==> config.mk <==
export PLATFORM = sky130hd
export DESIGN_NAME = race_ctrl_multi_flat
export DESIGN_NICKNAME = d
export VERILOG_FILES = /design/src/rtl/race_ctrl_multi_if.sv /design/src/rtl/race_ctrl_multi.sv /design/src/flat_wrapper.sv
export SDC_FILE = /design/constraint.sdc
export NUM_CORES = 1
export LEC_CHECK = 0
export CORE_ASPECT_RATIO = 1.25
export CORE_UTILIZATION = 51
export CTS_CLUSTER_SIZE = 24
export DETAILED_ROUTE_END_ITERATION = 16
export PLACE_DENSITY = 0.72
export SYNTH_ARGS = -nofsm -noshare
export SYNTH_HDL_FRONTEND = slang
export SYNTH_SLANG_ARGS = --single-unit
==> constraint.sdc <==
create_clock -name clock -period 2.01 [get_ports clock]
set_input_delay 0.3015 -clock clock [delete_from_list [all_inputs] [get_ports clock]]
set_output_delay 0.3015 -clock clock [all_outputs]
set_load 0.02 [all_outputs]
==> src/rtl/race_ctrl_multi_if.sv <==
// ---------------------------------------------------------------------------
// race_ctrl_multi_if
// Purpose : bundles the race sequencer's control inputs (race enable, per-car
//           buttons, frame tick, datapath completion strobes) and its
//           drawing-datapath request outputs into one connection.
// Modports:
//   master - the sequencer: consumes buttons/frame/done strobes, drives
//            draw_bg/draw_car/clear, car_sel/car_lane/car_pos, resetsignal,
//            race_done and winner.
//   slave  - the surrounding system (input synchroniser + VGA datapath).
// Signals :
//   start          race enable level (0 aborts to the reset sequence)
//   straight[N]    per-car forward request level
//   left/right[N]  per-car lane buttons, rising-edge significant
//   oneframe       one-cycle pulse per video frame
//   done_bg/done_car/done_clear   datapath completion strobes
//   draw_bg/draw_car/clear        datapath requests
//   car_sel/car_lane/car_pos      car addressed by draw_car/clear and its place
//   resetsignal    datapath reset strobe
//   race_done/winner              race result
// ---------------------------------------------------------------------------
interface race_ctrl_multi_if #(
  parameter int NUM_CARS  = 2,
  parameter int NUM_LANES = 4,
  parameter int TRACK_LEN = 16
);
  localparam int CW = (NUM_CARS > 1) ? $clog2(NUM_CARS) : 1;
  localparam int LW = $clog2(NUM_LANES);
  localparam int PW = $clog2(TRACK_LEN);

  logic                start;
  logic [NUM_CARS-1:0] straight;
  logic [NUM_CARS-1:0] left;
  logic [NUM_CARS-1:0] right;
  logic                oneframe;
  logic                done_bg;
  logic                done_car;
  logic                done_clear;

  logic                draw_bg;
  logic                draw_car;
  logic                clear;
  logic [CW-1:0]       car_sel;
  logic [LW-1:0]       car_lane;
  logic [PW-1:0]       car_pos;
  logic                resetsignal;
  logic                race_done;
  logic [CW-1:0]       winner;

  modport master (
    input  start, straight, left, right, oneframe, done_bg, done_car, done_clear,
    output draw_bg, draw_car, clear, car_sel, car_lane, car_pos, resetsignal,
           race_done, winner
  );

  modport slave (
    output start, straight, left, right, oneframe, done_bg, done_car, done_clear,
    input  draw_bg, draw_car, clear, car_sel, car_lane, car_pos, resetsignal,
           race_done, winner
  );
endinterface

==> src/rtl/race_ctrl_multi.sv <==
// ---------------------------------------------------------------------------
// race_ctrl_multi
// Purpose : game sequencer for the multi-car racing mode. Drives the
//           background / car draw and car clear handshakes towards the VGA
//           datapath, applies per-car lane changes and forward steps on frame
//           ticks, keeps lane / track position / lap count per car and
//           declares the first car to complete LAPS laps as the winner.
// Ports   :
//   clock  - system clock, all state on the rising edge
//   reset  - asynchronous, active-high; forces the reset sequence
//   bus    - race_ctrl_multi_if.master (buttons, frame tick, datapath
//            handshakes and race result)
// Outputs are registered copies of the decoded next state, so every output
// is a pure function of state registers with no input-to-output path.
// ---------------------------------------------------------------------------
module race_ctrl_multi #(
  parameter int NUM_CARS  = 2,
  parameter int NUM_LANES = 4,
  parameter int TRACK_LEN = 16,
  parameter int LAPS      = 3,
  parameter int FRAME_DIV = 4
) (
  input  logic              clock,
  input  logic              reset,
  race_ctrl_multi_if.master bus
);
  localparam int CW = (NUM_CARS > 1) ? $clog2(NUM_CARS) : 1;
  localparam int LW = $clog2(NUM_LANES);
  localparam int PW = $clog2(TRACK_LEN);
  localparam int FW = (FRAME_DIV > 1) ? $clog2(FRAME_DIV) : 1;
  localparam int AW = 4;

  localparam logic [CW-1:0] LAST_CAR   = CW'(NUM_CARS - 1);
  localparam logic [LW-1:0] LAST_LANE  = LW'(NUM_LANES - 1);
  localparam logic [PW-1:0] LAST_POS   = PW'(TRACK_LEN - 1);
  localparam logic [FW-1:0] LAST_FRAME = FW'(FRAME_DIV - 1);
  localparam logic [AW-1:0] WIN_LAPS   = AW'(LAPS);

  typedef enum logic [2:0] {
    RST_SIG, IDLE, DRAW_BG, DRAW_CARS, WAIT_FRAME, CLEAR_CAR, UPDATE, WIN
  } state_t;

  state_t              state_reg, state_next;
  logic [CW-1:0]       idx_reg, idx_next;
  logic [FW-1:0]       frame_cnt_reg, frame_cnt_next;
  logic [NUM_CARS-1:0] pend_fwd_reg, pend_fwd_next;
  logic [NUM_CARS-1:0] pend_l_reg, pend_l_next;
  logic [NUM_CARS-1:0] pend_r_reg, pend_r_next;
  logic [NUM_CARS-1:0] left_prev_reg, right_prev_reg;
  logic [LW-1:0]       lane_reg [NUM_CARS];
  logic [LW-1:0]       lane_next [NUM_CARS];
  logic [PW-1:0]       pos_reg [NUM_CARS];
  logic [PW-1:0]       pos_next [NUM_CARS];
  logic [AW-1:0]       lap_reg [NUM_CARS];
  logic [AW-1:0]       lap_next [NUM_CARS];
  logic                done_reg, done_next;
  logic [CW-1:0]       winner_reg, winner_next;

  logic                draw_bg_reg, draw_car_reg, clear_reg, resetsignal_reg;
  logic [CW-1:0]       car_sel_reg;
  logic [LW-1:0]       car_lane_reg;
  logic [PW-1:0]       car_pos_reg;

  logic [NUM_CARS-1:0] left_rise, right_rise;
  logic [NUM_CARS-1:0] pending;
  logic                capture_en;
  logic                wipe;

  // Button edges are only meaningful while a race is running; a press while
  // idle or after the finish must not leave a stale pending move behind.
  assign left_rise  = bus.left  & ~left_prev_reg;
  assign right_rise = bus.right & ~right_prev_reg;
  assign capture_en = (state_reg != RST_SIG) && (state_reg != IDLE) && (state_reg != WIN);

  // -------------------------------------------------------------------------
  // Per-car move candidates: what each car would become if it were the car
  // being updated this cycle. Only the selected car's result is committed.
  // -------------------------------------------------------------------------
  logic [LW-1:0]       mv_lane [NUM_CARS];
  logic [PW-1:0]       mv_pos  [NUM_CARS];
  logic [AW-1:0]       mv_lap  [NUM_CARS];
  logic [NUM_CARS-1:0] mv_finish;

  for (genvar gi = 0; gi < NUM_CARS; gi++) begin : g_car
    logic go_left, go_right, lap_wrap;

    // Opposite presses cancel; the track edges saturate rather than wrap.
    assign go_left  = pend_l_reg[gi] & ~pend_r_reg[gi] & (lane_reg[gi] != '0);
    assign go_right = pend_r_reg[gi] & ~pend_l_reg[gi] & (lane_reg[gi] != LAST_LANE);

    assign mv_lane[gi] = go_left  ? lane_reg[gi] - LW'(1) :
                         go_right ? lane_reg[gi] + LW'(1) : lane_reg[gi];

    assign lap_wrap   = pend_fwd_reg[gi] & (pos_reg[gi] == LAST_POS);
    assign mv_pos[gi] = !pend_fwd_reg[gi] ? pos_reg[gi] :
                        lap_wrap          ? '0 : pos_reg[gi] + PW'(1);
    assign mv_lap[gi] = lap_wrap ? lap_reg[gi] + AW'(1) : lap_reg[gi];

    assign mv_finish[gi] = lap_wrap & (mv_lap[gi] == WIN_LAPS);
  end

  function automatic logic [CW-1:0] lowest_set(input logic [NUM_CARS-1:0] vec);
    lowest_set = '0;
    for (int i = NUM_CARS - 1; i >= 0; i--) begin
      if (vec[i]) lowest_set = CW'(i);
    end
  endfunction

  // -------------------------------------------------------------------------
  // Next-state logic
  // -------------------------------------------------------------------------
  always_comb begin
    state_next     = state_reg;
    idx_next       = idx_reg;
    frame_cnt_next = frame_cnt_reg;
    pend_fwd_next  = pend_fwd_reg;
    pend_l_next    = pend_l_reg;
    pend_r_next    = pend_r_reg;
    lane_next      = lane_reg;
    pos_next       = pos_reg;
    lap_next       = lap_reg;
    done_next      = done_reg;
    winner_next    = winner_reg;
    pending        = '0;
    wipe           = 1'b0;

    if (capture_en) begin
      pend_l_next = pend_l_reg | left_rise;
      pend_r_next = pend_r_reg | right_rise;
    end

    case (state_reg)
      RST_SIG: state_next = IDLE;

      IDLE: begin
        if (bus.start) begin
          state_next = DRAW_BG;
          wipe       = 1'b1;
        end
      end

      // A handshake in flight always completes before an abort is honoured,
      // so the datapath never sees a request withdrawn mid-operation.
      DRAW_BG: begin
        if (bus.done_bg) begin
          state_next = bus.start ? DRAW_CARS : RST_SIG;
          idx_next   = '0;
        end
      end

      DRAW_CARS: begin
        if (bus.done_car) begin
          if (!bus.start) begin
            state_next = RST_SIG;
          end else if (idx_reg == LAST_CAR) begin
            state_next = done_reg ? WIN : WAIT_FRAME;
            idx_next   = '0;
          end else begin
            idx_next = idx_reg + CW'(1);
          end
        end
      end

      WAIT_FRAME: begin
        if (!bus.start) begin
          state_next = RST_SIG;
        end else if (bus.oneframe) begin
          if (frame_cnt_reg == LAST_FRAME) begin
            frame_cnt_next = '0;
            pend_fwd_next  = pend_fwd_reg | bus.straight;
          end else begin
            frame_cnt_next = frame_cnt_reg + FW'(1);
          end
          pending = pend_fwd_next | pend_l_next | pend_r_next;
          if (pending != '0) begin
            state_next = CLEAR_CAR;
            idx_next   = lowest_set(pending);
          end
        end
      end

      CLEAR_CAR: begin
        if (bus.done_clear) begin
          state_next = bus.start ? UPDATE : RST_SIG;
        end
      end

      UPDATE: begin
        for (int i = 0; i < NUM_CARS; i++) begin
          if (CW'(i) == idx_reg) begin
            lane_next[i]     = mv_lane[i];
            pos_next[i]      = mv_pos[i];
            lap_next[i]      = mv_lap[i];
            pend_fwd_next[i] = 1'b0;
            pend_l_next[i]   = 1'b0;
            pend_r_next[i]   = 1'b0;
            // Cars are updated in ascending order, so the first finisher of
            // a batch is also the lowest index among same-batch finishers.
            if (mv_finish[i] && !done_reg) begin
              done_next   = 1'b1;
              winner_next = CW'(i);
            end
          end
        end
        pending = pend_fwd_next | pend_l_next | pend_r_next;
        if (pending != '0) begin
          state_next = CLEAR_CAR;
          idx_next   = lowest_set(pending);
        end else begin
          state_next = DRAW_CARS;
          idx_next   = '0;
        end
      end

      WIN: begin
        if (!bus.start) state_next = RST_SIG;
      end

      default: state_next = RST_SIG;
    endcase

    // Entering the reset sequence leaves the same clean slate as the
    // external reset, so RST_SIG always presents identical outputs.
    if (state_next == RST_SIG) wipe = 1'b1;

    if (wipe) begin
      idx_next       = '0;
      frame_cnt_next = '0;
      pend_fwd_next  = '0;
      pend_l_next    = '0;
      pend_r_next    = '0;
      done_next      = 1'b0;
      winner_next    = '0;
      for (int i = 0; i < NUM_CARS; i++) begin
        lane_next[i] = '0;
        pos_next[i]  = '0;
        lap_next[i]  = '0;
      end
    end
  end

  // -------------------------------------------------------------------------
  // State and registered outputs
  // -------------------------------------------------------------------------
  always_ff @(posedge clock or posedge reset) begin
    if (reset) begin
      state_reg       <= RST_SIG;
      idx_reg         <= '0;
      frame_cnt_reg   <= '0;
      pend_fwd_reg    <= '0;
      pend_l_reg      <= '0;
      pend_r_reg      <= '0;
      left_prev_reg   <= '0;
      right_prev_reg  <= '0;
      done_reg        <= 1'b0;
      winner_reg      <= '0;
      for (int i = 0; i < NUM_CARS; i++) begin
        lane_reg[i] <= '0;
        pos_reg[i]  <= '0;
        lap_reg[i]  <= '0;
      end
      draw_bg_reg     <= 1'b0;
      draw_car_reg    <= 1'b0;
      clear_reg       <= 1'b0;
      resetsignal_reg <= 1'b1;
      car_sel_reg     <= '0;
      car_lane_reg    <= '0;
      car_pos_reg     <= '0;
    end else begin
      state_reg       <= state_next;
      idx_reg         <= idx_next;
      frame_cnt_reg   <= frame_cnt_next;
      pend_fwd_reg    <= pend_fwd_next;
      pend_l_reg      <= pend_l_next;
      pend_r_reg      <= pend_r_next;
      left_prev_reg   <= bus.left;
      right_prev_reg  <= bus.right;
      done_reg        <= done_next;
      winner_reg      <= winner_next;
      lane_reg        <= lane_next;
      pos_reg         <= pos_next;
      lap_reg         <= lap_next;
      // Outputs track the state being entered, so they line up with the
      // state register on the same edge.
      draw_bg_reg     <= (state_next == DRAW_BG);
      draw_car_reg    <= (state_next == DRAW_CARS);
      clear_reg       <= (state_next == CLEAR_CAR);
      resetsignal_reg <= (state_next == RST_SIG);
      car_sel_reg     <= idx_next;
      car_lane_reg    <= lane_next[idx_next];
      car_pos_reg     <= pos_next[idx_next];
    end
  end

  assign bus.draw_bg     = draw_bg_reg;
  assign bus.draw_car    = draw_car_reg;
  assign bus.clear       = clear_reg;
  assign bus.resetsignal = resetsignal_reg;
  assign bus.car_sel     = car_sel_reg;
  assign bus.car_lane    = car_lane_reg;
  assign bus.car_pos     = car_pos_reg;
  assign bus.race_done   = done_reg;
  assign bus.winner      = winner_reg;

endmodule

==> src/flat_wrapper.sv <==
// flat-port wrapper written by rule: the top's interface ports become plain ports
module race_ctrl_multi_flat 
#(
  parameter int NUM_CARS  = 2,
  parameter int NUM_LANES = 4,
  parameter int TRACK_LEN = 16,
  parameter int LAPS      = 3,
  parameter int FRAME_DIV = 4
)
  (clock, reset, bus_start, bus_straight, bus_left, bus_right, bus_oneframe, bus_done_bg, bus_done_car, bus_done_clear, bus_draw_bg, bus_draw_car, bus_clear, bus_car_sel, bus_car_lane, bus_car_pos, bus_resetsignal, bus_race_done, bus_winner);
  race_ctrl_multi_if #(.NUM_CARS(NUM_CARS), .NUM_LANES(NUM_LANES), .TRACK_LEN(TRACK_LEN)) bus_i ();
  input  logic clock;
  input  logic reset;
  input wire logic [$bits(bus_i.start)-1:0] bus_start;
  input wire logic [$bits(bus_i.straight)-1:0] bus_straight;
  input wire logic [$bits(bus_i.left)-1:0] bus_left;
  input wire logic [$bits(bus_i.right)-1:0] bus_right;
  input wire logic [$bits(bus_i.oneframe)-1:0] bus_oneframe;
  input wire logic [$bits(bus_i.done_bg)-1:0] bus_done_bg;
  input wire logic [$bits(bus_i.done_car)-1:0] bus_done_car;
  input wire logic [$bits(bus_i.done_clear)-1:0] bus_done_clear;
  output wire logic [$bits(bus_i.draw_bg)-1:0] bus_draw_bg;
  output wire logic [$bits(bus_i.draw_car)-1:0] bus_draw_car;
  output wire logic [$bits(bus_i.clear)-1:0] bus_clear;
  output wire logic [$bits(bus_i.car_sel)-1:0] bus_car_sel;
  output wire logic [$bits(bus_i.car_lane)-1:0] bus_car_lane;
  output wire logic [$bits(bus_i.car_pos)-1:0] bus_car_pos;
  output wire logic [$bits(bus_i.resetsignal)-1:0] bus_resetsignal;
  output wire logic [$bits(bus_i.race_done)-1:0] bus_race_done;
  output wire logic [$bits(bus_i.winner)-1:0] bus_winner;
  assign bus_i.start = bus_start;
  assign bus_i.straight = bus_straight;
  assign bus_i.left = bus_left;
  assign bus_i.right = bus_right;
  assign bus_i.oneframe = bus_oneframe;
  assign bus_i.done_bg = bus_done_bg;
  assign bus_i.done_car = bus_done_car;
  assign bus_i.done_clear = bus_done_clear;
  assign bus_draw_bg = bus_i.draw_bg;
  assign bus_draw_car = bus_i.draw_car;
  assign bus_clear = bus_i.clear;
  assign bus_car_sel = bus_i.car_sel;
  assign bus_car_lane = bus_i.car_lane;
  assign bus_car_pos = bus_i.car_pos;
  assign bus_resetsignal = bus_i.resetsignal;
  assign bus_race_done = bus_i.race_done;
  assign bus_winner = bus_i.winner;
  race_ctrl_multi #(.NUM_CARS(NUM_CARS), .NUM_LANES(NUM_LANES), .TRACK_LEN(TRACK_LEN), .LAPS(LAPS), .FRAME_DIV(FRAME_DIV)) u_core (.clock(clock), .reset(reset), .bus(bus_i));
endmodule
==> flow_summary.json <==
{
  "die_y_um": 83.2,
  "grt_pass1_wl_um": 10700,
  "r2r-end": "u_core.bus.car_lane[0]",
  "clk_pin_slew_ns": 0.09,
  "num_vias": 2375,
  "r2r_cells": 8,
  "synthMuxAreaShare": 0.0223,
  "p_int_mw": 2.86,
  "synth-edff-count": 0,
  "htreeDepth": 2,
  "synthXorXnorAreaFrac": 0.0456,
  "worstPathMaxFanout": 8,
  "worst_ep_required_time_ns": 2.18,
  "synth_area_um2": 2690,
  "finalSetupViolCount": 38,
  "cts_tree": "yes",
  "clock_sinks": 48,
  "gp_congestion": 0.856,
  "drv_slew": 0,
  "p_leak_nw": 1.63,
  "status": "finished, violations left",
  "critical_path.startpoint": "u_core.state_reg[0]",
  "cp_num_buf_inv": 2,
  "async_flop_share": 1.00,
  "ys_warn_count": 0,
  "synth_fa_ha_area_frac": 0.0418,
  "vias_per_cell": 5.84,
  "period_share": 1.05,
  "seqPwrFrac": 0.261,
  "syn_inst": 278,
  "syn_avg_cell_area_um2": 9.68,
  "ioPinCount": 26,
  "timing.rr.start": "u_core.state_reg[0]",
  "areaGrowthSynthToFinish_pct": 37.5,
  "p_clk_frac": 0.146,
  "fmax_mhz": 473,
  "synth_top_family_by_area": "simple AND/OR/NAND/NOR gates",
  "path_class": "flop to flop",
  "max_stage_delay_ns": 0.58,
  "critPathLaunchType": "flop",
  "drive_gt1_frac": 0.278,
  "rows": 29,
  "grt_usage": 0.251,
  "multi_input_area_um2": 1570,
  "layout.nets": 366,
  "ant_nets": 0,
  "place_inst": 387,
  "synth_compound_area_frac": 0.158,
  "final_cell_mix": "dfrtp_1, buf_4, clkdlybuf4s50_1",
  "crit_chain": "buf_12, mux2i_1, a211o_1, o211ai_1, or4_4, nand2_8, clkbuf_16, a221oi_2",
  "root_buffer": "clkbuf_8",
  "drt_pass1_iterations": 4,
  "end_kind": "flop",
  "ir_drop_uv": 735,
  "diodes": 0,
  "clk_latency_ns": 0.30,
  "num-fill-cells": 370,
  "pwr_density_cell_nw_per_um2": 1280,
  "synthFlopType": "dfrtp_1",
  "max_cap_viol_count": 0,
  "fin_crit_ns": 2.12,
  "grt_max_degree": 49,
  "rsz0062_at_grt": "yes",
  "switching_power_mw": 1.86,
  "syn_nets": 300,
  "critPathTopFamily": "simple AND/OR/NAND/NOR gates",
  "cts_buffers": 5,
  "dp_hpwl_um": 4220,
  "drc_errors": 0,
  "synth.distinct_cells": 60,
  "antenna_found_initial": 0,
  "synth_simple_gate_area_share": 0.242,
  "final_common_cell": "dfrtp_1",
  "worst_slack_ns": -0.105,
  "dieArea_um2": 5570,
  "reg2reg_slack_ns": -0.11,
  "clock_path_buffers": 2,
  "switching_share": 0.394,
  "grt_overflow_total": 0,
  "cp-endpoint": "u_core.bus.car_lane[0]",
  "start_util": 0.530,
  "ys_ff_latch": 48,
  "post_drt_wl_per_cell_um": 17.4,
  "power_frac_comb": 0.593,
  "seqCellArea_um2": 1200,
  "crit_slowest_cell": "or4_4",
  "fin_skew_ns": 0.00627,
  "hp-class": "primary input to asynchronous set/reset pin",
  "ys_seq_area_frac": 0.447,
  "finalHoldViolations": 0,
  "core_um2": 5080,
  "maxSlewHeadroom": 0.745,
  "instances_no_fill": 407,
  "worstMarginPinSlew_ns": 0.381,
  "drt_wl_total_um": 7080,
  "cp_num_cells": 8,
  "grt_pass1_vias": 2324,
  "port_buffers": 25,
  "first_iter_violations": 125,
  "worstPathArrival_ns": 2.29,
  "die_width_um": 67.0,
  "violations": "setup timing",
  "power.total_mw": 4.72
}
## worst reg2reg max path, stage by stage, from the launching register on
cell and delay, ns:
dfrtp_2 0.46, buf_12 0.15, mux2i_1 0.15, a211o_1 0.17, o211ai_1 0.12, or4_4 0.58
nand2_8 0.13, clkbuf_16 0.18, a221oi_2 0.04
## final cells by class
class / count / area share
repair buffers: 70 / 0.188
flip-flops and latches: 48 / 0.326
clock inverters: 2 / 0.00947
multi-input cells: 207 / 0.424
clock buffers: 6 / 0.0196
inverters: 12 / 0.0122
well taps: 62 / 0.0210
## routing by layer
metal  part of all wire  up-vias  global-route usage  wire length, µm
li1                   -     1124                   -                -
met2               0.51       55               0.425             3620
met3              0.035       13              0.0508              250
met5                  0        -                   0                0
met4              0.024        0              0.0928              168
met1               0.43     1183               0.308             3040
## what timing repair did
action	in CTS	in global routing
cloned	2	4
resized for setup	22	19
hold buffers	0	0
pin swaps	12	5
endpoints found under the setup margin	40	41
buffers inserted	3	3
## worst min path at each step
stage | startpoint | endpoint | slack, ns | cells past startpoint
after global routing | reset | u_core.bus.car_lane[0] | 0.36 | 3
final | reset | u_core.pos_reg[2] | 0.33 | 3
after detailed placement | u_core.frame_cnt_reg[1] | u_core.frame_cnt_reg[1] | 0.53 | 2
after global placement | u_core.frame_cnt_reg[1] | u_core.frame_cnt_reg[1] | 0.51 | 2
after CTS | reset | u_core.idx_reg | 0.35 | 3
after floorplan | bus_left[0] | u_core.left_prev_reg[0] | 0.33 | 0
## cell families after synthesis
logic type               after synthesis
buffers and inverters                 24
AO/OA/AOI/OAI                         56
flip-flops                            48
multiplexers                           6
adder cells (fa/ha/maj)                9
XOR/XNOR                              14
AND/OR/NAND/NOR                      121
## per-stage QoR
step	utilization	cell area [µm²]	setup slack [ns]	setup TNS, ns	hold WS [ns]
2_1_floorplan	-	2690	0.0185	0	0.333
3_3_place_gp	0.638	3240	-0.315	-11.78	0.510
6_report	0.728	3700	-0.105	-2.69	0.333
3_5_place_dp	0.638	3240	-0.363	-13.69	0.527
4_1_cts	0.691	3510	-0.0596	-1.31	0.352
5_1_grt	0.728	3700	-0.167	-5.41	0.358
## cells in the mapped netlist (5+ instances only)
cell      number  area (µm²)
dfrtp_1       47        1180
nor2_1        29         109
nand2_1       24        90.1
a21oi_1       14        70.1
inv_1         12        45.0
nand3_1       11        55.1
nor3_1        10        50.1
ha_1           9         113
o21ai_0        9        45.0
xor2_1         9        78.8
nor3b_1        7        52.6
a31oi_1        6        37.5
buf_2          6        30.0
mux2i_1        6        60.1
nor2b_1        6        37.5
and2_1         5        31.3
nand2b_1       5        31.3
xnor2_1        5        43.8
## power by group through the flow
stage	Combinational, mW	Sequential [mW]	Clock, mW
CTS	2.25	1.22	0.709
global route	2.95	1.24	0.744
floorplan	1.15	1.27	0
detailed placement	1.93	1.22	0
global placement	1.92	1.21	0
finish	2.80	1.23	0.688
Power figures use the tool's default switching activity.
